$ cat config.mk
export PLATFORM = sky130hd
export DESIGN_NAME = regbank_wr_arbiter
export DESIGN_NICKNAME = d
export VERILOG_FILES = /design/src/rtl/regbank_wr_arbiter.sv
export SDC_FILE = /design/constraint.sdc
export NUM_CORES = 1
export LEC_CHECK = 0
export CAP_MARGIN = 20
export CORE_MARGIN = 8
export CORE_UTILIZATION = 39
export CTS_BUF_LIST = sky130_fd_sc_hd__clkbuf_8
export DETAILED_ROUTE_END_ITERATION = 16
export GPL_ROUTABILITY_DRIVEN = 0
export PLACE_DENSITY_LB_ADDON = 0.12
export SYNTH_ARGS = -nofsm -noshare
export SYNTH_HDL_FRONTEND = slang
export SYNTH_SLANG_ARGS = --single-unit
export TNS_END_PERCENT = 20
$ cat constraint.sdc
create_clock -name clk -period 1.6 [get_ports clk]
set_input_delay 0.16 -clock clk [delete_from_list [all_inputs] [get_ports clk]]
set_output_delay 0.16 -clock clk [all_outputs]
set_load 0.05 [all_outputs]
$ cat src/rtl/regbank_wr_arbiter.sv
// Round-robin write-port arbiter for a bank of NREG load-enable registers.
// Two requesters share the d bus; every output is registered.
module regbank_wr_arbiter #(
    parameter int DW   = 4,
    parameter int NREG = 4,
    parameter int AW   = 2
) (
    input  logic            clk,
    input  logic            rst,
    input  logic            req0,
    input  logic [AW-1:0]   addr0,
    input  logic [DW-1:0]   data0,
    input  logic            req1,
    input  logic [AW-1:0]   addr1,
    input  logic [DW-1:0]   data1,
    output logic            gnt0,
    output logic            gnt1,
    output logic [NREG-1:0] ld,
    output logic [DW-1:0]   d,
    output logic            last
);

    // One-hot decode of a register index into a load-enable vector.
    function automatic logic [NREG-1:0] addr_decode(input logic [AW-1:0] a);
        logic [NREG-1:0] v;
        v    = {NREG{1'b0}};
        v[a] = 1'b1;
        return v;
    endfunction

    logic            gnt0_r;
    logic            gnt1_r;
    logic [NREG-1:0] ld_r;
    logic [DW-1:0]   d_r;
    logic            last_r;

    logic            elig0_s;
    logic            elig1_s;
    logic            win_valid_s;
    logic            win_sel_s;
    logic [AW-1:0]   win_addr_s;
    logic [DW-1:0]   win_data_s;

    // A requester whose grant is currently high is held off for one cycle,
    // so a level request not yet dropped cannot be written twice.
    assign elig0_s = req0 & ~gnt0_r;
    assign elig1_s = req1 & ~gnt1_r;

    // Arbitration: single eligible requester wins, a tie goes to the one that did not win last.
    always_comb begin
        win_valid_s = 1'b0;
        win_sel_s   = 1'b0;
        case ({elig1_s, elig0_s})
            2'b01: begin
                win_valid_s = 1'b1;
                win_sel_s   = 1'b0;
            end
            2'b10: begin
                win_valid_s = 1'b1;
                win_sel_s   = 1'b1;
            end
            2'b11: begin
                win_valid_s = 1'b1;
                win_sel_s   = ~last_r;
            end
            default: begin
                win_valid_s = 1'b0;
                win_sel_s   = 1'b0;
            end
        endcase
    end

    // Address and data mux for the selected requester.
    always_comb begin
        win_addr_s = {AW{1'b0}};
        win_data_s = {DW{1'b0}};
        if (win_sel_s) begin
            win_addr_s = addr1;
            win_data_s = data1;
        end else begin
            win_addr_s = addr0;
            win_data_s = data0;
        end
    end

    // Output registers and round-robin state; reset leaves last=1 so requester 0 wins the first tie.
    always_ff @(posedge clk) begin
        if (rst) begin
            gnt0_r <= 1'b0;
            gnt1_r <= 1'b0;
            ld_r   <= {NREG{1'b0}};
            d_r    <= {DW{1'b0}};
            last_r <= 1'b1;
        end else if (win_valid_s) begin
            gnt0_r <= ~win_sel_s;
            gnt1_r <= win_sel_s;
            ld_r   <= addr_decode(win_addr_s);
            d_r    <= win_data_s;
            last_r <= win_sel_s;
        end else begin
            gnt0_r <= 1'b0;
            gnt1_r <= 1'b0;
            ld_r   <= {NREG{1'b0}};
            d_r    <= d_r;
            last_r <= last_r;
        end
    end

    assign gnt0 = gnt0_r;
    assign gnt1 = gnt1_r;
    assign ld   = ld_r;
    assign d    = d_r;
    assign last = last_r;

endmodule

# Yosys cells after proc, flatten, opt, wreduce, memory -nomap -nowiden
# Index checks and enable logic that the tools add are counted.
# Widths: inputs -> output; s select.
[word_totals] ram_bits=0 latch_bits=0 mem_bits_ro=0 out_inout_bits=11 regBits=11 mem_count=0
[op_classes] reduce_logical=3 addsub=0 bitwise_logic=7 shift=0 n_mul=0 mux=6 eq_ne=3 div_mod_pow=0 magnitude_cmp=2
[ops] operator="$not 1->1" count=5
[ops] operator="$eq 2x2->1 const B" count=2
[ops] operator="$mux 4" count=1
[ops] operator="$lt 2x3->1 const B" count=1
[ops] operator="$reduce_or 3->1" count=1
[ops] operator="$and 1x1->1" count=2
[ops] operator="$demux 1 s2" count=1
[ops] operator="$eq 2x1->1 const B" count=1
[ops] operator="$ge 2x1->1 const B" count=1
[ops] operator="$mux 1" count=2
[ops] operator="$mux 2" count=1
[ops] operator="$pmux 1 s2" count=1
[ops] operator="$reduce_or 2->1" count=1
[ops] operator="$logic_and 1x1->1" count=1

# Depth between registers and ports, before layout
[logic_depth] ltp_word=9 depth_mapped=4

# Least setup slack after synthesis
# OpenSTA, ideal clock, no wires.
[synth_timing] path_kind="flip-flop to flip-flop" startpoint="reg gnt0_r, in the netlist gnt0" endpoint="reg ld_r[0], in the netlist ld[0]" required_ns=1.533 arrival_time_ns=1.435 stages_incl_launch_ff=4 synth_period_minus_slack_ns=1.502 n_path_buf=0 setup_time_ns=0.067 slack_ns=0.098 path_cell_list="dfxtp_1 -> and3b_4 -> or4_4 -> a21oi_2"
[synth_between] elab_chain_cells=9 elab_cells_between_ends=16 cone_classes="order compare (2); eq/ne (3); mux (5); bitwise (3); reduce/logical (3)"
[synth_lines] item="start, declared" line="31" text="logic gnt0_r;"
[synth_lines] item="start signal, assigned" line="95" text="gnt0_r <= ~win_sel_s;"
[synth_lines] item="$not 1->1 (*)" line="46" text="assign elig0_s = req0 & ~gnt0_r;"
[synth_lines] item="$and 1x1->1 (*)" line="46"
[synth_lines] item="$eq 2x2->1" line="53" text="case ({elig1_s, elig0_s})"
[synth_lines] item="$pmux 1 s2" line="53"
[synth_lines] item="$mux 2" line="77" text="if (win_sel_s) begin"
[synth_lines] item="$lt 2x3->1 (not written as such) or $ge 2x1->1 (tied branches)" line="27" text="v[a] = 1'b1;"
[synth_lines] item="$logic_and 1x1->1 (not written as such)" line="27"
[synth_lines] item="$mux 1 (not written as such)" line="27"
[synth_lines] item="$demux 1 s2" line="27"
[synth_lines] item="end signal, assigned" line="91" text="ld_r <= {NREG{1'b0}};"
[synth_lines] item="end signal, assigned" line="97" text="ld_r <= addr_decode(win_addr_s);"
[synth_lines] item="end signal, assigned" line="103" text="ld_r <= {NREG{1'b0}};"
[synth_lines] item="end, declared" line="33" text="logic [NREG-1:0] ld_r;"
# Every way passes the cells marked *; elsewhere a longest branch is shown, timed or not.
# A chain may end at the register's enable or synchronous reset.

# Worst setup path in the final report
[layout_timing] startpoint="reg last_r, in the netlist last" endpoint="reg ld_r[0], in the netlist ld[0]"
[layout_between] elab_chain_cells=7 elab_cells_between_ends=8 cone_classes="order compare (2); mux (4); bitwise (1); reduce/logical (1)"
[layout_lines] item="start, declared" line="35" text="logic last_r;"
[layout_lines] item="start signal, assigned" line="99" text="last_r <= win_sel_s;"
[layout_lines] item="start signal, assigned" line="105" text="last_r <= last_r;"
[layout_lines] item="$not 1->1 (*)" line="64" text="win_sel_s = ~last_r;"
[layout_lines] item="$pmux 1 s2 (*)" line="53"
[layout_lines] item="$mux 2 (*)" line="77"
[layout_lines] item="$lt 2x3->1 (not written as such) or $ge 2x1->1 (tied branches)" line="27"
[layout_lines] item="$logic_and 1x1->1 (not written as such)" line="27"
[layout_lines] item="$mux 1 (not written as such)" line="27"
[layout_lines] item="$demux 1 s2 (*)" line="27"
# Marks and branches as above.

==> flow_summary.toml <==
[critical_path]
rr_startpoint = "last$_SDFFE_PP1N_"
crit_path_top_delay_cell = "or4_4"
crit_family = "simple AND/OR/NAND/NOR gates"
rrSetupSlack_ns = 0.39
crit_fanout = 8
path_cells = "and3b_4 -> or4_4 -> a21oi_2"
slowest_delay_ns = 0.41
r2r_cells = 3
crit_end = "ld[0]$_SDFF_PP0_"
crit_arrival_ns = 1.39
crit_required_ns = 1.78
crit_start = "last$_SDFFE_PP1N_"
start_kind = "register"
worstSetupPathDepth = 3
worstSetupEndpointType = "register"
worstSetupPathType = "reg -> reg"
crit_buf_inv = 0
timing.rr.end = "ld[0]$_SDFF_PP0_"

[clock_tree]
cts_hold_buf = 0
cts-resized-gates = 0
cts_made_buffers = 3
cts_max_path_buffers = 2
cts_root_buffer = "clkbuf_8"
clock-sinks = 11
cts_htree_levels = 1
post-cts-setup-buffer-count = 0
clk_pin_slew_worst_paths_ns = 0.05
clk_latency_ns = 0.24
cts_tree = "done"

[run]
max-cap-violations = 0

[power_and_ir_drop]
powerDensity_nw_per_um2 = 1000
p_leak_nw = 0.330
peakVddDrop_v = 0.000508
total_power_w = 0.000818

[grt]
grt_max_degree = 14
grt_pass1_vias = 541
antenna_found_initial = 0
grt_pass1_wl_mm = 2.35
grt-ovfl-total = 0
grt_usage_pct = 11.2

[timing]
fin_crit_sh_pct = 75.9
setup_violations = 0
worst_slew_pin_slew_ns = 0.418
final_max_slew_viol_count = 0
fin_crit_ns = 1.21
fmax_ghz = 0.823
relSlewSlack_pct = 72.0
finalHoldViolations = 0
finalWorstSetupSlack_ns = 0.385
tns_ns = 0
rsz0062_at_grt = "no"
clock_skew_ns = 0.000254

[synthesis]
ys_top_cells_by_area = "dfxtp_1, nand4_1, o2111ai_1"
synthDominantCellAreaShare_pct = 42.2
synth.distinct_cells = 21
yosysSeqAreaShare_pct = 42.2
syn-num-nets = 75
synth_area_leader_cell = "dfxtp_1"
yosysWarnings = 0
syn_area_um2 = 522
netlist_instances = 59
ys_ff_latch = 11
avgSynthCellArea_um2 = 8.84

[die]
start_util_pct = 41.1
die_h_um = 52.6
ioPinCount = 27
core_um2 = 1270
rows = 13
chipWidth_um = 52.6
die-area_um2 = 2760

[final_layout]
insertedDiodeCount = 0
fin_area_um2 = 817
stdcell_count = 103
drive_above_1_share_pct = 23.9
nets = 105
syn_to_final_growth_pct = 56.6

[drt]
drtAntennaViolNets = 0
drc = 0
dr.pass1.iters = 4
avgRoutedWirePerCell_um = 13.9
vias = 564
totalWireLength_mm = 1.43
via_per_inst = 5.48
drtIter0Drc = 13

[placed_design]
io_buffers = 26
place_ws_ns = 0.170
dp_hpwl_mm = 1.08
place_inst = 99
placed_area_um2 = 772

[min_path]
hp-class = "reg -> reg"

[status]
status = "complete, no violations"
-- cell usage in the layout (no fill, tap or decap), types with 2 or more instances in the layout --
cell / instances
nand4b_1: 2
nand2_1: 2
clkdlybuf4s50_1: 15
nor2b_1: 4
clkbuf_8: 3
a21oi_1: 5
o2111ai_1: 4
nand4_1: 9
o21ai_0: 3
nand2b_1: 2
nand3_1: 4
buf_4: 14
dfxtp_1: 11
nor2_1: 2
-- report_power, final --
| group | internal (W) | switching, W |
|---|---|---|
| logic | 0.0000919 | 0.000139 |
| clock network | 0.000169 | 0.000109 |
| registers | 0.000295 | 0.0000142 |
| total | 0.000556 | 0.000262 |
-- cell usage after synthesis --
master and count:
a21oi_1 5, a21oi_2 1, and3b_4 1, buf_2 1, buf_6 1, clkbuf_1 2, dfxtp_1 11, inv_2 1
nand2_1 2, nand2b_1 2, nand3_1 4, nand3b_1 1, nand4_1 9, nand4b_1 2, nor2_1 2, nor2b_1 4
o2111ai_1 4, o211ai_1 1, o21ai_0 3, o21ai_1 1, or4_4 1
-- cells by family (layout without fill, tap and decap cells) --
group / count (synthesis) / in the layout / synth area share, %
AOI/OAI and AO/OA: 15 / 15 / 18.5
buffers and inverters: 5 / 34 / 5.27
DFF: 11 / 11 / 42.2
and+or+nand+nor: 28 / 28 / 34.1
-- registers in the layout, summed over array words and instances, names as in the netlist --
signal / flops
d: 4
gnt0: 1
gnt1: 1
last: 1
ld: 4
-- area by class of cell --
type                            instances  area [µm²]
Sequential cell                        11         220
Clock buffer                            3        41.3
Timing Repair Buffer                   29         255
Fill cell                             103         452
Tap cell                               15        18.8
Clock inverter                          1        3.75
Multi-Input combinational cell         43         274
Inverter                                1        3.75
-- per-stage QoR --
stage / utilization, % / hold WS, ns
5_1_grt: 64.4 / 0.496
6_report: 64.4 / 0.473
4_1_cts: 64.4 / 0.477
3_3_place_gp: 60.8 / 0.466
3_5_place_dp: 60.8 / 0.470
2_1_floorplan: - / 0.232
-- how the worst min path moves through the flow --
stage / endpoint / start / cells after the start
CTS: d[0]$_SDFFE_PP0N_ / d[0]$_SDFFE_PP0N_ / 2
detailed placement: d[0]$_SDFFE_PP0N_ / d[0]$_SDFFE_PP0N_ / 2
floorplan: gnt1$_SDFF_PP0_ / rst / 1
finish: d[0]$_SDFFE_PP0N_ / d[0]$_SDFFE_PP0N_ / 2
global route: d[0]$_SDFFE_PP0N_ / d[0]$_SDFFE_PP0N_ / 2
global placement: d[0]$_SDFFE_PP0N_ / d[0]$_SDFFE_PP0N_ / 2
-- layer usage --
layer  wire (µm)  global-route usage, %
met1         658                   13.5
met2         633                   16.0
met3         102                   4.26
met4          35                   7.76
met5           0                      0
-- worst register-to-register path, stage by stage, from the launching register on --
cell	delay, ns
dfxtp_1	0.38
and3b_4	0.24
or4_4	0.41
a21oi_2	0.11
(Power assumes the default switching activity.)
==> patch 1, RTL diff (same flow settings) <==
Set the parameter `AW` to 4 (it was 2).
--- a/src/rtl/regbank_wr_arbiter.sv
+++ b/src/rtl/regbank_wr_arbiter.sv
@@ -3,7 +3,7 @@
 module regbank_wr_arbiter #(
     parameter int DW   = 4,
     parameter int NREG = 4,
-    parameter int AW   = 2
+    parameter int AW   = 4
 ) (
     input  logic            clk,
     input  logic            rst,
Interface: changed (resized addr0 and addr1); port bits go from 27 to 31. No check against the original RTL was run, so the function may have changed too.
==> patch 1 against the original RTL <==
- fmax is 3.1% lower
- first-iteration DRC count increased by 7.7%
- register-to-register slack worse by 30 ps
- design area increased by 2.5%
- synthesized area decreased by 2.4%
- sequential cell count stayed put
- power down 4.0%
- utilization grew 2.4 points
- worst setup slack worse by 39 ps
- wire length up 6.4%
- sequential power down 2%
==> patch 1: results (changes against the original RTL) <==
outcome:
  outcome: "completed"
drt:
  avgRoutedWirePerCell_um: 14.6  # +5.3%
  vias: 556  # -1.4%
  via_per_inst: 5.35  # -2.4%
  drt_iter0_markers: 14  # +1
  route.detailed.drc: 0  # unchanged
  dr.pass1.iters: 4  # unchanged
logic_synthesis:
  yosys_warnings: 0  # unchanged
  synthTopCellsByArea: "dfxtp_1 (43%), nor3_1 (7.9%), a211oi_1 (5.9%), nor4_1 (4.9%), o22ai_1 (4.9%)"
  ys_types: 23  # +9.5%
  synth_most_common_cell: "dfxtp_1"
  synth.avg_cell_area_um2: 9.09  # +2.8%
  synth_seq_area_share: 0.432  # +0.0104
  synthTopCellsByCount: "dfxtp_1 (11), nor3_1 (8)"
  synth_fp_nets: 76  # +1.3%
  async_flop_share: 0  # unchanged
grt:
  grt_pass1_vias: 563  # +4.1%
  grt_use_met2: 0.194  # +0.0339
  antenna_found_initial: 0  # unchanged
  gr-usage-met3: 0.0541  # +0.0115
  grt_max_degree: 10  # -4
  met1_usage: 0.119  # -0.0159
  grt_pass1_wl_um: 2430  # +3.2%
  grtUsageTotal: 0.115  # +0.00275
clock_tree:
  cts.repair.resized: 0  # unchanged
  htreeDepth: 1  # unchanged
  root_buffer: "clkbuf_8"
  cts.clk_slew.worst_paths_ps: 50  # about the same
  post-cts-setup-buffers: 0  # unchanged
  insertion_delay_ps: 230
  cts_buffers: 3  # unchanged
  clockBufferDepth: 2  # unchanged
timing:
  timing.hold.ws_ps: 551  # +77.6 ps
  worst_clock_skew_ps: 2.12  # +1.86 ps
  tightest_slew_ps: 320  # -97.5 ps
  finalCritPeriodShare: 0.784  # +0.0244
placed_design:
  dpl.cell_count: 100  # +1.0%
  port_buffers: 30  # +15%
power_and_ir_drop:
  p_leak_nw: 0.342  # +3.9%
  peakVddDrop_mv: 0.554  # +9.0%
  p_sw_frac: 0.295  # -0.0250
final_layout:
  drive_gt1_frac: 0.213  # -0.0252
  fin_nets: 110  # +4.8%
  n_fill_cell: 103  # unchanged
  antenna_cells: 0  # unchanged
worst_setup_path:
  path_max_fanout: 6  # -2
  cp_top_family: "simple AND/OR/NAND/NOR gates"
  cp_data_arrival_time_ps: 1410  # +20 ps
  ff2ff_setup_slack_ps: 360  # -30 ps
  cp_slowest_cell: "clkdlybuf4s50_1"
  max_stage_delay_ps: 470  # +60 ps
min_path:
  worstHoldPathType: "input port to flip-flop"
[patch 1: changes by cell type after synthesis, sizes merged, moves of 3 or more]
| cell | change |
|---|---|
| a211oi | +4 |
| a21oi | -5 |
| inv | +3 |
| nand3 | -3 |
| nand4 | -9 |
| nor2b | -4 |
| nor3 | +8 |
| nor4 | +4 |
| o21ai | -3 |
| o22ai | +4 |
[patch 1: stage by stage]
| stage | instance area (um^2) | power, mW | util | worst slack [ps] |
|---|---|---|---|---|
| after global placement | 792 | 0.518 | 0.632 | 150 |
| after CTS | 837 | 0.790 | 0.668 | 356 |
| after floorplan | 509 | 0.429 | - | 105 |
| final | 837 | 0.786 | 0.668 | 346 |
| after global routing | 837 | 0.820 | 0.668 | 297 |
| after detailed placement | 792 | 0.521 | 0.632 | 122 |
[patch 1: logic make-up (layout without fill, tap and decap cells)]
logic type             after synthesis  count (layout)  synth area share
and+or+nand+nor                     26              26             0.329
DFF                                 11              11             0.432
buffers and inverters                6              39            0.0614
AOI/OAI and AO/OA                   13              13             0.177
[patch 1: layout make-up]
cell class | instances | area [um^2] | area share
clock buffer | 3 | 41.3 | 0.0493
clock inverter | 1 | 3.75 | 0.00448
inverter | 4 | 15.0 | 0.0179
multi-input combinational | 39 | 258 | 0.308
sequential | 11 | 220 | 0.263
tap | 15 | 18.8 | 0.0224
timing repair buffer | 31 | 280 | 0.335
[patch 1: power by group through the flow]
| stage | logic (mW) | registers (mW) | clock network (mW) |
|---|---|---|---|
| after floorplan | 0.0624 | 0.367 | 0 |
| after global routing | 0.226 | 0.305 | 0.288 |
| after global placement | 0.210 | 0.308 | 0 |
| final | 0.212 | 0.303 | 0.271 |
| after CTS | 0.212 | 0.303 | 0.274 |
| after detailed placement | 0.212 | 0.309 | 0 |
[patch 1: routing by layer]
layer / routed length [um] / vias to the layer above
li1: - / 279
met1: 601 / 245
met2: 726 / 30
met3: 179 / 2
met4: 13 / 0
met5: 0 / -
[patch 1: final timing paths]
check / start / endpoint / cells past startpoint
setup / recovery: req0 / ld[1] / 4
hold / removal: addr0[1] / ld[0] / 2
setup reg to reg: gnt0 / ld[1] / 3
hold reg to reg: d[2] / d[2] / 2
==> patch 2, RTL diff (config.mk and constraints unchanged) <==
Made on the original files. Reset style: asynchronous (`rst`), changed in one clocked block.
--- a/src/rtl/regbank_wr_arbiter.sv
+++ b/src/rtl/regbank_wr_arbiter.sv
@@ -84,7 +84,7 @@
     end
 
     // Output registers and round-robin state; reset leaves last=1 so requester 0 wins the first tie.
-    always_ff @(posedge clk) begin
+    always_ff @(posedge clk or posedge rst) begin
         if (rst) begin
             gnt0_r <= 1'b0;
             gnt1_r <= 1'b0;
Behaviour: differs if rst is asserted again (counterexample within 4 cycles, from zero or initial values and one cycle with rst high); with rst held inactive, the same outputs for 10 cycles.
==> patch 2 against the original RTL <==
- combinational power up 62%
- power up 22%
- largest power group is now combinational cells
- wire length down 13%
- sequential cell count unchanged
- synthesized area down 3.1%
- design area down 0.31%
- first-iteration DRC count up 120%
- worst setup slack worse by 27 ps
- fmax down 2.2%
- via count down 22%
- global-route usage down 1.7 points
- highest routed layer is now met3
==> patch 2: results (changes against the original RTL) <==
outcome:
  outcome: "completed"
drt:
  avgRoutedWirePerCell_um: 13.6  # -1.9%
  drt_iter0_markers: 28  # +15
  dr.pass1.iters: 4  # unchanged
  via_per_inst: 4.85  # -11%
grt:
  grt_pass1_vias: 442  # -18%
  grt_max_degree: 12  # -2
  grtUsageTotal: 0.0951  # -0.0172
  grt_pass1_wl_um: 2030  # -14%
  antenna_found_initial: 0  # unchanged
worst_setup_path:
  criticalPathCategory: "flip-flop to flip-flop"
  r2r_cells: 3  # unchanged
  ff2ff_setup_slack_ps: 360  # -30 ps
  r2r_end: "d[0]"
  cp_data_arrival_time_ps: 1350  # -40 ps
  r2r-start: "gnt0"
  path_max_fanout: 4  # -4
timing:
  worst_clock_skew_ps: 5.46  # +5.20 ps
  tightest_slew_ps: 399  # -18.0 ps
placed_design:
  hpwlAfterDp_um: 986  # -8.3%
  pre_cts_ws_ps: 143  # -27.4 ps
  port_buffers: 26  # unchanged
clock_tree:
  htreeDepth: 1  # unchanged
  insertion_delay_ps: 230
  root_buffer: "clkbuf_8"
  cts.clk_slew.worst_paths_ps: 50  # about the same
  clockBufferDepth: 2  # unchanged
  cts_buffers: 3  # unchanged
  post-cts-setup-buffers: 0  # unchanged
  cts.repair.resized: 0  # unchanged
logic_synthesis:
  ys_types: 14  # -33%
  synthTopCellsByCount: "inv_1 (17), dfrtp_1 (10), a222oi_1 (4), a32o_1 (4), nor2_1 (2)"
  async_flop_share: 1.00  # +1.00
  yosys_warnings: 0  # unchanged
  synth_seq_area_share: 0.547  # +0.125
  synth_fp_nets: 62  # -17%
  synth_ff_type: "dfrtp_1"
  synthTopCellsByArea: "dfrtp_1 (50%), inv_1 (13%), a222oi_1 (7.9%), a32o_1 (7.9%), dfstp_2 (5.2%)"
power_and_ir_drop:
  power.internal_mw: 0.638  # +15%
  p_leak_nw: 0.417  # +27%
  peakVddDrop_mv: 0.864  # +70%
min_path:
  worstHoldPathType: "input port to async pin"
final_layout:
  fin_nets: 93  # -11%
  drive_gt1_frac: 0.276  # +0.0377
  antenna_cells: 0  # unchanged
## patch 2: worst max-delay path by stage
| stage | endpoint | slack [ps] | cells past startpoint |
|---|---|---|---|
| floorplan | d[0] | 190 | 3 |
| global placement | d[0] | 200 | 4 |
| detailed placement | d[2] | 140 | 4 |
| CTS | d[2] | 350 | 3 |
| global route | d[1] | 270 | 3 |
| finish | d[0] | 360 | 3 |
## patch 2: cells by family after synthesis
logic type	count (synthesis)	synth area share
and+or+nand+nor	8	0.109
DFF	11	0.547
buffers and inverters	17	0.126
AOI/OAI and AO/OA	10	0.218
## patch 2: stage by stage
| stage | cell area, um^2 | std cells | hold WS, ps |
|---|---|---|---|
| CTS | 815 | 91 | 224 |
| detailed placement | 769 | 87 | 476 |
| global placement | 769 | 87 | 475 |
| floorplan | 505 | 46 | 11.7 |
| finish | 815 | 91 | 209 |
| global route | 815 | 91 | 275 |
## patch 2: per-layer routing
layer | vias to the layer above | wire length, um | global-route usage
li1 | 215 | - | -
met4 | 0 | 0 | 0.0133
met1 | 209 | 518 | 0.114
met2 | 17 | 610 | 0.152
met3 | 0 | 110 | 0.0484
met5 | - | 0 | 0
## patch 2: critical path, cell delays in order (launching register included)
cell and delay (ps):
dfrtp_1 390, nand2b_2 220, and2_4 180, a222oi_1 330
## patch 2: power by group through the flow
stage	combinational, mW	clock, mW	sequential, mW
5_1_grt	0.395	0.280	0.364
2_1_floorplan	0.0872	0	0.503
4_1_cts	0.378	0.270	0.358
3_3_place_gp	0.375	0	0.360
6_report	0.374	0.263	0.357
3_5_place_dp	0.377	0	0.361
## patch 2: final cells by class
| type | count | area, um^2 |
|---|---|---|
| well taps | 15 | 18.8 |
| clock buffers | 3 | 41.3 |
| multi-input cells | 18 | 165 |
| fillers | 110 | 438 |
| flip-flops and latches | 11 | 277 |
| clock inverters | 1 | 3.75 |
| repair buffers | 26 | 245 |
| inverters | 17 | 63.8 |
